==> src/rtl/signed_adder_lanes_if.sv <==
// Beat-level bus of the lane adder: input handshake with operands, output handshake with results.
interface signed_adder_lanes_if #(
    parameter int unsigned NUM_LANES = 4,
    parameter int unsigned IN1_WIDTH = 20,
    parameter int unsigned IN2_WIDTH = 32,
    parameter int unsigned OUT_WIDTH = 32
);
    logic                           in_valid;
    logic                           in_ready;
    logic                           sub;
    logic [NUM_LANES*IN1_WIDTH-1:0] a;
    logic [NUM_LANES*IN2_WIDTH-1:0] b;
    logic                           out_valid;
    logic                           out_ready;
    logic [NUM_LANES*OUT_WIDTH-1:0] out;
    logic [NUM_LANES-1:0]           ovf;

    modport slave (
        input  in_valid, sub, a, b, out_ready,
        output in_ready, out_valid, out, ovf
    );

    modport master (
        output in_valid, sub, a, b, out_ready,
        input  in_ready, out_valid, out, ovf
    );
endinterface

==> src/rtl/signed_adder_lanes.sv <==
// Multi-lane pipelined signed add/sub with per-lane saturate-or-wrap narrowing,
// valid/ready pipeline that stalls as a whole, and a sticky per-lane overflow status.
module signed_adder_lanes #(
    parameter int unsigned NUM_LANES   = 4,
    parameter int unsigned IN1_WIDTH   = 20,
    parameter int unsigned IN2_WIDTH   = 32,
    parameter int unsigned OUT_WIDTH   = 32,
    parameter int unsigned PIPE_STAGES = 2,
    parameter string       SATURATE    = "TRUE"
) (
    input  logic                 clk,
    input  logic                 reset,
    input  logic                 ovf_clear,
    output logic [NUM_LANES-1:0] ovf_sticky,
    signed_adder_lanes_if.slave  io
);

    localparam int unsigned SUM_W  = ((IN1_WIDTH > IN2_WIDTH) ? IN1_WIDTH : IN2_WIDTH) + 1;
    localparam int unsigned DATA_W = NUM_LANES * OUT_WIDTH;
    localparam int unsigned LAST   = PIPE_STAGES - 1;
    localparam bit          SAT_EN = (SATURATE == "TRUE");

    localparam logic [OUT_WIDTH-1:0] MIN_NEG = OUT_WIDTH'(1) << (OUT_WIDTH - 1);
    localparam logic [OUT_WIDTH-1:0] MAX_POS = ~MIN_NEG;

    logic [OUT_WIDTH-1:0] lane_res [NUM_LANES];
    logic                 lane_ovf [NUM_LANES];

    for (genvar i = 0; i < NUM_LANES; i++) begin : g_lane
        logic signed [SUM_W-1:0] a_ext;
        logic signed [SUM_W-1:0] b_ext;
        logic signed [SUM_W-1:0] sum;

        // Full-precision arithmetic; SUM_W leaves one guard bit so this never wraps.
        always_comb begin
            a_ext = SUM_W'($signed(io.a[i*IN1_WIDTH +: IN1_WIDTH]));
            b_ext = SUM_W'($signed(io.b[i*IN2_WIDTH +: IN2_WIDTH]));
            sum   = io.sub ? (b_ext - a_ext) : (b_ext + a_ext);
        end

        if (OUT_WIDTH >= SUM_W) begin : g_wide
            assign lane_res[i] = OUT_WIDTH'(sum);
            assign lane_ovf[i] = 1'b0;
        end else begin : g_narrow
            // In range iff every bit from the sign down to the output MSB agrees.
            logic [SUM_W-OUT_WIDTH:0] hi;
            assign hi          = sum[SUM_W-1:OUT_WIDTH-1];
            assign lane_ovf[i] = !((&hi) || !(|hi));

            if (SAT_EN) begin : g_sat
                assign lane_res[i] = !lane_ovf[i] ? sum[OUT_WIDTH-1:0]
                                   : (sum[SUM_W-1] ? MIN_NEG : MAX_POS);
            end else begin : g_wrap
                assign lane_res[i] = sum[OUT_WIDTH-1:0];
            end
        end
    end

    logic [DATA_W-1:0]    stage_in_data;
    logic [NUM_LANES-1:0] stage_in_ovf;

    always_comb begin
        stage_in_data = '0;
        stage_in_ovf  = '0;
        for (int i = 0; i < NUM_LANES; i++) begin
            stage_in_data[i*OUT_WIDTH +: OUT_WIDTH] = lane_res[i];
            stage_in_ovf[i]                         = lane_ovf[i];
        end
    end

    logic [PIPE_STAGES-1:0] valid_q;
    logic [DATA_W-1:0]      data_q [PIPE_STAGES];
    logic [NUM_LANES-1:0]   ovf_q  [PIPE_STAGES];
    logic [NUM_LANES-1:0]   ovf_sticky_q;
    logic [NUM_LANES-1:0]   ovf_sticky_d;
    logic                   advance;
    logic                   accept;
    logic                   consume;

    // Whole pipe moves together; an empty or draining output slot lets it advance.
    assign advance     = !valid_q[LAST] || io.out_ready;
    assign io.in_ready = advance && !reset;
    assign accept      = io.in_valid && io.in_ready;
    assign consume     = valid_q[LAST] && io.out_ready;

    always_ff @(posedge clk) begin
        if (reset) begin
            valid_q <= '0;
            for (int k = 0; k < PIPE_STAGES; k++) begin
                data_q[k] <= '0;
                ovf_q[k]  <= '0;
            end
        end else if (advance) begin
            valid_q[0] <= accept;
            data_q[0]  <= accept ? stage_in_data : '0;
            ovf_q[0]   <= accept ? stage_in_ovf : '0;
            for (int k = 1; k < PIPE_STAGES; k++) begin
                valid_q[k] <= valid_q[k-1];
                data_q[k]  <= data_q[k-1];
                ovf_q[k]   <= ovf_q[k-1];
            end
        end
    end

    // Clear first, then OR in the consumed beat so a coincident overflow survives.
    always_comb begin
        ovf_sticky_d = ovf_clear ? '0 : ovf_sticky_q;
        if (consume) begin
            ovf_sticky_d = ovf_sticky_d | ovf_q[LAST];
        end
    end

    always_ff @(posedge clk) begin
        if (reset) begin
            ovf_sticky_q <= '0;
        end else begin
            ovf_sticky_q <= ovf_sticky_d;
        end
    end

    assign io.out_valid = valid_q[LAST];
    assign io.out       = data_q[LAST];
    assign io.ovf       = ovf_q[LAST];
    assign ovf_sticky   = ovf_sticky_q;

endmodule
==> src/flat_wrapper.sv <==
// flat-port wrapper written by rule: the top's interface ports become plain ports
module signed_adder_lanes_flat 
#(
    parameter int unsigned NUM_LANES   = 4,
    parameter int unsigned IN1_WIDTH   = 20,
    parameter int unsigned IN2_WIDTH   = 32,
    parameter int unsigned OUT_WIDTH   = 32,
    parameter int unsigned PIPE_STAGES = 2,
    parameter string       SATURATE    = "    "
)
  (clk, reset, ovf_clear, ovf_sticky, io_in_valid, io_sub, io_a, io_b, io_out_ready, io_in_ready, io_out_valid, io_out, io_ovf);
  signed_adder_lanes_if #(.NUM_LANES(NUM_LANES), .IN1_WIDTH(IN1_WIDTH), .IN2_WIDTH(IN2_WIDTH), .OUT_WIDTH(OUT_WIDTH)) io_i ();
  input  logic clk;
  input  logic reset;
  input  logic ovf_clear;
  output logic [NUM_LANES-1:0] ovf_sticky;
  input wire logic [$bits(io_i.in_valid)-1:0] io_in_valid;
  input wire logic [$bits(io_i.sub)-1:0] io_sub;
  input wire logic [$bits(io_i.a)-1:0] io_a;
  input wire logic [$bits(io_i.b)-1:0] io_b;
  input wire logic [$bits(io_i.out_ready)-1:0] io_out_ready;
  output wire logic [$bits(io_i.in_ready)-1:0] io_in_ready;
  output wire logic [$bits(io_i.out_valid)-1:0] io_out_valid;
  output wire logic [$bits(io_i.out)-1:0] io_out;
  output wire logic [$bits(io_i.ovf)-1:0] io_ovf;
  assign io_i.in_valid = io_in_valid;
  assign io_i.sub = io_sub;
  assign io_i.a = io_a;
  assign io_i.b = io_b;
  assign io_i.out_ready = io_out_ready;
  assign io_in_ready = io_i.in_ready;
  assign io_out_valid = io_i.out_valid;
  assign io_out = io_i.out;
  assign io_ovf = io_i.ovf;
  signed_adder_lanes #(.NUM_LANES(NUM_LANES), .IN1_WIDTH(IN1_WIDTH), .IN2_WIDTH(IN2_WIDTH), .OUT_WIDTH(OUT_WIDTH), .PIPE_STAGES(PIPE_STAGES), .SATURATE(SATURATE)) u_core (.clk(clk), .reset(reset), .ovf_clear(ovf_clear), .ovf_sticky(ovf_sticky), .io(io_i));
endmodule
==> config.mk <==
export PLATFORM = sky130hd
export DESIGN_NAME = signed_adder_lanes_flat
export DESIGN_NICKNAME = d
export VERILOG_FILES = /design/src/rtl/signed_adder_lanes_if.sv /design/src/rtl/signed_adder_lanes.sv /design/src/flat_wrapper.sv
export SDC_FILE = /design/constraint.sdc
export NUM_CORES = 1
export LEC_CHECK = 0
export ABC_AREA = 1
export CAP_MARGIN = 20
export CORE_UTILIZATION = 50
export DETAILED_ROUTE_END_ITERATION = 10
export GPL_ROUTABILITY_DRIVEN = 0
export PLACE_DENSITY = 0.74
export SETUP_SLACK_MARGIN = 0.05
export SYNTH_ARGS = -nofsm -noshare
export SYNTH_HDL_FRONTEND = slang
export SYNTH_SLANG_ARGS = --single-unit
export TNS_END_PERCENT = 20
==> constraint.sdc <==
create_clock -name clk -period 4.35 [get_ports clk]
set_clock_uncertainty 0.1 [all_clocks]
set_input_delay 0.6525 -clock clk [delete_from_list [all_inputs] [get_ports clk]]
set_output_delay 0.6525 -clock clk [all_outputs]
set_load 0.005 [all_outputs]
==> results of run 1 <==
## power breakdown
group          switching (mW)  internal (mW)
sequential             0.0787           3.11
clock                    1.16           1.73
combinational            1.66           1.11
## sequential cells by signal (all words and copies together), names as in the netlist
| name | count |
|---|---|
| u_core.valid_q | 2 |
| u_core.ovf_q | 8 |
| u_core.ovf_sticky | 4 |
| u_core.data_q | 256 |
## critical path, stage by stage
cell,delay (ns)
clkdlybuf4s50_1,0.45
nor2_2,0.22
nand4_1,0.23
nor3_2,0.19
nand2_1,0.11
nor2_2,0.22
nand3_1,0.10
nand2_1,0.09
xnor2_1,0.13
inv_1,0.07
ha_1,0.36
a21oi_1,0.26
o21bai_1,0.13
a21oi_1,0.26
inv_1,0.09
a21oi_1,0.26
nand3_1,0.11
nand2_1,0.07
nor2_1,0.06
## routing by layer
| layer | share of wire | wire, um | GRT usage | up-vias |
|---|---|---|---|---|
| met5 | 0 | 0 | 0 | - |
| met4 | 0.033 | 2050 | 0.0980 | 0 |
| met3 | 0.076 | 4730 | 0.0346 | 126 |
| met2 | 0.45 | 28200 | 0.445 | 814 |
| met1 | 0.44 | 27100 | 0.369 | 9181 |
| li1 | - | - | - | 9941 |
## cell usage in the layout (no fill, tap or decap), drive strengths merged, types with 25 or more instances in the layout
| cell type | n |
|---|---|
| or2 | 30 |
| nand3 | 172 |
| edfxtp | 264 |
| nand2 | 746 |
| xor2 | 61 |
| o21ai | 50 |
| nor2 | 416 |
| nand4 | 26 |
| clkdlybuf4s50 | 350 |
| o21bai | 46 |
| inv | 515 |
| buf | 26 |
| clkbuf | 32 |
| a21oi | 230 |
| xnor2 | 34 |
| a21o | 25 |
| ha | 132 |
## synth_stat cells (5+ instances only)
cell	n
xor2_1	61
nand2_2	33
nor4_1	8
a31oi_1	8
dfxtp_1	6
edfxtp_1	264
nor2_4	6
ha_1	132
o21ai_0	46
o21a_1	5
clkbuf_1	19
nand2_1	713
a21oi_1	226
inv_1	506
nand3_1	166
nor2_2	34
and2_1	7
nor3_1	17
o31ai_1	6
a21o_1	25
o21bai_1	46
xnor2_1	31
buf_2	19
nor2_1	376
buf_4	133
nand4_1	25
or2_2	20
or2_1	10
## final cells by class
type | count | area (sq um) | share of cell area
Multi-Input combinational cell | 2043 | 10900 | 0.411
Sequential cell | 270 | 8050 | 0.304
Inverter | 511 | 1920 | 0.0724
Clock buffer | 32 | 779 | 0.0294
Clock inverter | 25 | 342 | 0.0129
Tap cell | 585 | 732 | 0.0276
Timing Repair Buffer | 376 | 3800 | 0.143
Antenna cell | 1 | 2.50 | 0.0000944
## logic make-up after synthesis
group	synth area share
simple gates	0.280
xor+xnor	0.0388
compound gates	0.0961
fa+ha+maj	0.0786
buf+inv	0.141
flops	0.365
## worst max path at each step
stage	end	cells after the start
final	u_core.data_q[0][90]	19
after global routing	u_core.data_q[0][90]	19
after CTS	u_core.data_q[0][90]	19
after detailed placement	u_core.data_q[0][90]	19
after global placement	u_core.data_q[0][90]	19
after floorplan	u_core.ovf_q[0][1]	23
## metrics by stage
stage	cell area, sq um	setup WS (ns)
6_report	26500	0.479
5_1_grt	26500	0.287
4_1_cts	26500	0.653
3_5_place_dp	25400	0.0394
3_3_place_gp	25400	0.126
2_1_floorplan	22000	1.02
==> impl_metrics.tcl, run 1 <==
set metrics [dict create \
    status "finished clean" \
    cp_data_required_time_ns 4.57 \
    worst_setup_path_end_kind "flop" \
    drc 0 \
    tightestPinTransition_ns 0.698 \
    placed_cells 3785 \
    critPathLaunchType "input pin" \
    fill_cells 3813 \
    rr_worst_depth 6 \
    min_period_over_period 0.890 \
    via_per_inst 5.22 \
    drive_above_1_share 0.0614 \
    grt_pass1_wl_um 96800 \
    fin_cells 3843 \
    hold_class "flop to flop" \
    cap_violations 0 \
    slew_viol_final 0 \
    clockBufferDepth 3 \
    synth.net_count 3348 \
    synthToLayoutAreaGrowth_pct 20.3 \
    port_buffers 351 \
    routed_wl_um 62100 \
    drt-initial-drc-count 1653 \
    holdCritStartpoint "u_core.valid_q[0]" \
    nNetsFinal 3583 \
    whs_endpoint "u_core.valid_q[1]" \
    path_class "input pin to flop" \
    post-cts-setup-buffer-count 0 \
    place_hpwl_um 49000 \
    rsz0062_at_grt "no" \
    r2r-start "u_core.valid_q[1]" \
    synth_edf_count 264 \
    startpoint "io_a[43]" \
    cp.arrival_ns 4.09 \
    clkLatencyLatePin_ns 0.58 \
    ant_nets 0 \
    clock-sinks 270 \
    ys_types 48 \
    ir_worst_vdd_v 0.000232 \
    grt_overflow 0 \
    min_period_ns 3.87 \
    start_util 0.510 \
    fp-row-count 76 \
    report.final.setup_viol 0 \
    ios 352 \
    grt_use_total 0.272 \
    cts_hold_buf 0 \
    synth_area_sq_mm 0.0220 \
    hold-path-cell-count 2 \
    antenna_found_initial 0 \
    syn_area_per_cell_sq_um 7.35 \
    hold_ws_ns 0.363 \
    grt_pass1_vias 19000 \
    slew-limit-headroom 0.535 \
    leakagePower_nw 12.4 \
    htree_levels 1 \
    synthCells 2998 \
    synth_area_leaders "edfxtp_1 (36%), nand2_1 (12%), inv_1 (8.6%), ha_1 (7.5%), nor2_1 (6.4%)" \
    drtPass1Iterations 8 \
    core_area_sq_mm 0.0433 \
    worstPathMaxFanout 5 \
    ff2ff_setup_slack_ns 2.11 \
    yosysTopAreaCellShare 0.360 \
    dieWidth_um 212 \
    p_per_area_mw_per_mm2 334 \
    vias 20100 \
    wl_per_cell_um 16.2 \
    synthFlopType "edfxtp_1" \
    cts_buffers 31 \
    yosysSeqAreaShare 0.365 \
    post-synth-top-area-cell "edfxtp_1" \
    final_util 0.613 \
    die_h_um 212 \
    cts_resized 0 \
    hold_violations 0 \
    cts_tree "built" \
    power_mw 8.84 \
    synth_async_sr_flop_share 0 \
    dieArea_sq_mm 0.0449 \
    clk_pin_slew_ns 0.06 \
    max_freq_mhz 258 \
    cts-root-buf "clkbuf_16" \
    r2r_end "u_core.data_q[0][21]" \
    yosys_warnings 0 \
    ys_seq_elements 270 \
    grt_max_degree 71 \
    tns_ns 0 \
]
Power figures use the tool's default switching activity.
==> inputs of run 2 (changes only) <==
--- a/config.mk
+++ b/config.mk
@@ -7,10 +7,10 @@
 export LEC_CHECK = 0
 export ABC_AREA = 1
 export CAP_MARGIN = 20
-export CORE_UTILIZATION = 50
+export CORE_UTILIZATION = 56
 export DETAILED_ROUTE_END_ITERATION = 10
 export GPL_ROUTABILITY_DRIVEN = 0
-export PLACE_DENSITY = 0.74
+export PLACE_DENSITY = 0.79
 export SETUP_SLACK_MARGIN = 0.05
 export SYNTH_ARGS = -nofsm -noshare
 export SYNTH_HDL_FRONTEND = slang
==> constraint.sdc (replaced) <==
create_clock -name clk -period 3.7 [get_ports clk]
set_clock_uncertainty 0.1 [all_clocks]
set_input_delay 0.555 -clock clk [delete_from_list [all_inputs] [get_ports clk]]
set_output_delay 0.555 -clock clk [all_outputs]
set_load 0.005 [all_outputs]
==> run 2 against run 1 <==
Sequential cell count stayed put. Setup slack worse by 0.33 ns. Global-route usage is 4.8 points higher. Sequential share of layout area is 2.1 points lower. Non-clock buffer count is 270 higher. Hold slack better by 0.0082 ns. Count of clock-buffer cells in the layout is 7 higher. Critical path type unchanged.
==> impl_metrics.tcl, run 2 (synthesis results as in run 1) <==
set metrics [dict create \
    status "finished clean" \
    cts-root-buf "clkbuf_16" \
    final_util 0.736 \
    cts_buffers 30 \
    rsz0062_at_grt "yes" \
    cts_tree "built" \
    fp-row-count 72 \
    ir_worst_vdd_v 0.000304 \
    wirelength_met1_um 27000 \
    grt_overflow 0 \
    min_period_over_period 0.959 \
    clkLatencyLatePin_ns 0.57 \
    grt_use_total 0.320 \
    regMostFlops "u_core.data_q" \
    hold_class "flop to flop" \
    dieArea_sq_mm 0.0402 \
    cp_data_required_time_ns 3.92 \
    worst_setup_path_end_kind "flop" \
    dieWidth_um 200 \
    placed_cell_area_sq_mm 0.0273 \
    nNetsFinal 3852 \
    drtPass1Iterations 7 \
    htree_levels 1 \
    report.final.setup_viol 0 \
    ff2ff_setup_slack_ns 1.65 \
    largest_reg_flops 256 \
    final_cell_mix "nand2_1 (703), inv_1 (505), nor2_1 (370), clkdlybuf4s50_1 (350), buf_4 (288)" \
    placed_cells 3981 \
    critPathLaunchType "input pin" \
    port_buffers 351 \
    final_common_cell "nand2_1" \
    wl_per_cell_um 16.2 \
    routed_wl_um 65600 \
    core_area_sq_mm 0.0387 \
    vias 21600 \
    cap_violations 0 \
    design_area_sq_mm 0.0285 \
    cp.arrival_ns 3.77 \
    clock-sinks 270 \
    synthToLayoutAreaGrowth_pct 29.3 \
    p_per_area_mw_per_mm2 375 \
    ios 352 \
    tns_ns 0 \
    slew-limit-headroom 0.650 \
    hold_violations 0 \
    wl_met3_um 5020 \
    path_class "input pin to flop" \
    grt_pass1_wl_um 105000 \
    grt_pass1_vias 21200 \
    antenna_found_initial 1 \
    place_hpwl_um 51500 \
    die_h_um 200 \
    leakagePower_nw 13.7 \
    wl_met2_um 30500 \
    clk_pin_slew_ns 0.06 \
    slew_viol_final 0 \
    max_freq_mhz 282 \
    min_period_ns 3.55 \
    top_layer "met4" \
    drt-initial-drc-count 1777 \
    via_per_inst 5.34 \
    grt_max_degree 91 \
    start_util 0.569 \
    fin_cells 4045 \
    drive_above_1_share 0.143 \
    power_mw 10.7 \
    drc 0 \
    ant_nets 0 \
    clockBufferDepth 3 \
    worstPathMaxFanout 4 \
    tightestPinTransition_ns 0.522 \
]
-- run 2: changes by cell type in the layout (fill, tap and decap cells not counted), sizes merged --
cell	change
buf	+270
bufinv	-5
clkbuf	+7
clkinv	-2
clkinvlp	+1
inv	-2
-- run 2: where the power goes --
group          internal (mW)  switching, mW
Clock                   1.76           1.31
Combinational           1.73           2.13
Sequential              3.66          0.100
-- run 2: cell type report --
class / instances / area (sq um)
repair buffers: 646 / 5810
clock buffers: 39 / 847
inverters: 511 / 1920
multi-input cells: 2043 / 11100
flip-flops and latches: 270 / 8050
well taps: 518 / 648
clock inverters: 17 / 153
diodes: 1 / 2.50
fillers: 2891 / 10200
-- run 2: worst paths after layout --
check,from,to,cells past startpoint
setup / recovery,io_a[60],u_core.ovf_q[0][3],20
hold / removal,u_core.ovf_sticky[3],u_core.ovf_sticky[3],2
setup reg to reg,u_core.valid_q[1],u_core.data_q[0][76],6
hold reg to reg,u_core.ovf_sticky[3],u_core.ovf_sticky[3],2
-- run 2: timing repair --
action,in CTS,in global routing
hold buffers,0,0
endpoints found under the hold margin,0,0
endpoints found under the setup margin,0,37
setup buffers,0,7
gates resized for setup,0,48
-- run 2: routing by layer --
layer / vias up / global-route usage
li1: 10500 / -
met1: 9877 / 0.414
met2: 1021 / 0.541
met3: 199 / 0.0386
met4: 0 / 0.139
met5: - / 0
-- run 2: per-stage QoR --
stage / hold WS [ns] / setup WS [ns]
after global routing: 0.390 / -0.0188
after floorplan: 0.325 / 0.468
after global placement: 0.341 / -0.292
final: 0.371 / 0.152
after CTS: 0.371 / 0.185
after detailed placement: 0.362 / -0.409
-- run 2: critical path, stage by stage --
cell	delay [ns]
clkdlybuf4s50_1	0.46
nor2_1	0.18
nand4_1	0.18
nand3b_4	0.22
nor2_2	0.15
nand2_1	0.07
o21ai_1	0.16
xnor2_1	0.14
inv_1	0.06
ha_1	0.31
a21oi_1	0.24
nand2_1	0.14
a21oi_1	0.14
nand2_1	0.15
nand2_1	0.14
nand2_1	0.07
nand2_1	0.06
nand2_1	0.10
nor2_1	0.15
nor2_2	0.07
==> inputs of run 3 (changes only) <==
--- a/config.mk
+++ b/config.mk
@@ -15,4 +15,3 @@
 export SYNTH_ARGS = -nofsm -noshare
 export SYNTH_HDL_FRONTEND = slang
 export SYNTH_SLANG_ARGS = --single-unit
-export TNS_END_PERCENT = 20
==> run 3 against run 2 <==
Sequential share of layout area about the same. Count of clock-buffer cells in the layout unchanged. Largest cell class unchanged. Critical path type unchanged. Routed wire length up 0.29%.
==> impl_metrics.tcl, run 3 (synthesis results as in run 1) <==
set metrics [dict create \
    final_cell_mix "nand2_1 (702), inv_1 (505), nor2_1 (370), clkdlybuf4s50_1 (350), buf_4 (289)" \
    hold_class "flop to flop" \
    cap_violations 0 \
    place_hpwl_um 51500 \
    status "finished clean" \
    grt_pass1_wl_um 105000 \
    whs_endpoint "u_core.ovf_sticky[3]" \
    fin_cells 4046 \
    routed_wl_um 65800 \
    clock-sinks 270 \
    path_class "input pin to flop" \
    wl_per_cell_um 16.3 \
    tightestPinTransition_ns 0.542 \
    timing.critical_path.buf_inv 2 \
    dieArea_sq_mm 0.0402 \
    hold_ws_ns 0.372 \
    start_util 0.569 \
    grt_use_total 0.320 \
    nNetsFinal 3853 \
    fp-row-count 72 \
    drc 0 \
    placed_cell_area_sq_mm 0.0273 \
    dieWidth_um 200 \
    leakagePower_nw 13.7 \
    cts_tree "built" \
    crit_chain "clkdlybuf4s50_1 > nor2_4 > nand4_4 > nor3_4 > nand2_2 > nor3_4 > buf_4 > nand3_1 > nand2_1 > xor2_1 > ha_1 > a21oi_1 > nand2_1 > a21oi_1 > nand2_2 > nand2_2 > nand2_1 > nand2_1 > nand2_1 > nand2_1 > a21oi_2" \
    p_per_area_mw_per_mm2 375 \
    crit_family "simple AND/OR/NAND/NOR gates" \
    synthToLayoutAreaGrowth_pct 29.4 \
    tns_ns 0 \
    drt-initial-drc-count 1802 \
    drtPass1Iterations 6 \
    rr_worst_depth 6 \
    cp.arrival_ns 3.74 \
    cts_hold_buf 0 \
    crit_slowest_cell "clkdlybuf4s50_1" \
    grt_pass1_vias 21200 \
    hold_violations 0 \
    cts_buffers 30 \
    critPathLaunchType "input pin" \
    grt_overflow 0 \
    cp_slowest_stage_delay_ns 0.46 \
    min_period_ns 3.53 \
    clkLatencyLatePin_ns 0.57 \
    largest_reg_flops 256 \
    ios 352 \
    ant_nets 0 \
    crit_top_cell "nand2_1" \
    hold-path-cell-count 2 \
    slew-limit-headroom 0.637 \
    power_mw 10.7 \
    design_area_sq_mm 0.0285 \
    worst_slack_ns 0.169 \
    final_common_cell "nand2_1" \
    placed_cells 3981 \
    worst_setup_path_end_kind "flop" \
    drive_above_1_share 0.144 \
    r2r_end "u_core.data_q[0][22]" \
    ir_worst_vdd_v 0.000304 \
    grt_max_degree 91 \
    report.final.setup_viol 0 \
    r2r-start "u_core.valid_q[1]" \
    via_per_inst 5.34 \
    ff2ff_setup_slack_ns 1.65 \
    vias 21600 \
    port_buffers 351 \
    worstPathMaxFanout 4 \
    cp_data_required_time_ns 3.91 \
    antenna_found_initial 1 \
    fill_cells 2881 \
    final_util 0.736 \
    htree_levels 1 \
    clockBufferDepth 3 \
    die_h_um 200 \
    max_freq_mhz 283 \
    cts-root-buf "clkbuf_16" \
    regMostFlops "u_core.data_q" \
    min_period_over_period 0.954 \
    post-place-ws_ns -0.409 \
    clk_pin_slew_ns 0.07 \
    core_area_sq_mm 0.0387 \
    holdCritStartpoint "u_core.ovf_sticky[3]" \
    slew_viol_final 0 \
]
==> run 3: repair_timing <==
action | CTS | global route
resized for setup | 0 | 53
endpoints found under the setup margin | 0 | 37
setup buffers | 0 | 8
==> run 3: final cells by class <==
class                      instances  area, sq um  share of cell area
inverter                         511         1920              0.0673
sequential                       270         8050               0.282
tap                              518          648              0.0227
antenna                            1         2.50           0.0000877
timing repair buffer             647         5820               0.204
clock buffer                      39          847              0.0297
multi-input combinational       2043        11100               0.389
clock inverter                    17          153             0.00535
==> run 3: routing by layer <==
metal / up-vias / wire length [um] / track usage
met5: - / 0 / 0
met4: 0 / 3030 / 0.139
met3: 189 / 5120 / 0.0386
met2: 1019 / 30600 / 0.541
met1: 9882 / 27000 / 0.414
li1: 10500 / - / -
==> run 3: where the power goes <==
part	total (mW)	switching, mW	internal [mW]
clock network	3.06	1.31	1.76
logic	3.87	2.13	1.74
registers	3.76	0.0995	3.66
total	10.7	3.54	7.15
==> run 3: how the worst max path moves through the flow <==
stage / from / endpoint / slack (ns) / depth (start not counted)
3_3_place_gp: io_a[20] / u_core.ovf_q[0][1] / -0.29 / 24
3_5_place_dp: io_a[20] / u_core.ovf_q[0][1] / -0.41 / 24
5_1_grt: io_a[22] / u_core.ovf_q[0][1] / -0.01 / 23
2_1_floorplan: io_a[21] / u_core.ovf_q[0][1] / 0.47 / 23
6_report: io_a[22] / u_core.ovf_q[0][1] / 0.17 / 21
4_1_cts: io_a[20] / u_core.ovf_q[0][1] / 0.19 / 24
==> run 3: worst reg2reg max path, delay by kind of cell (launching register included) <==
family	cells	cell delay (ns)
AND/OR/NAND/NOR	3	0.72
buffers and inverters	2	0.39
flip-flops	1	0.32
AO/OA/AOI/OAI	1	0.31
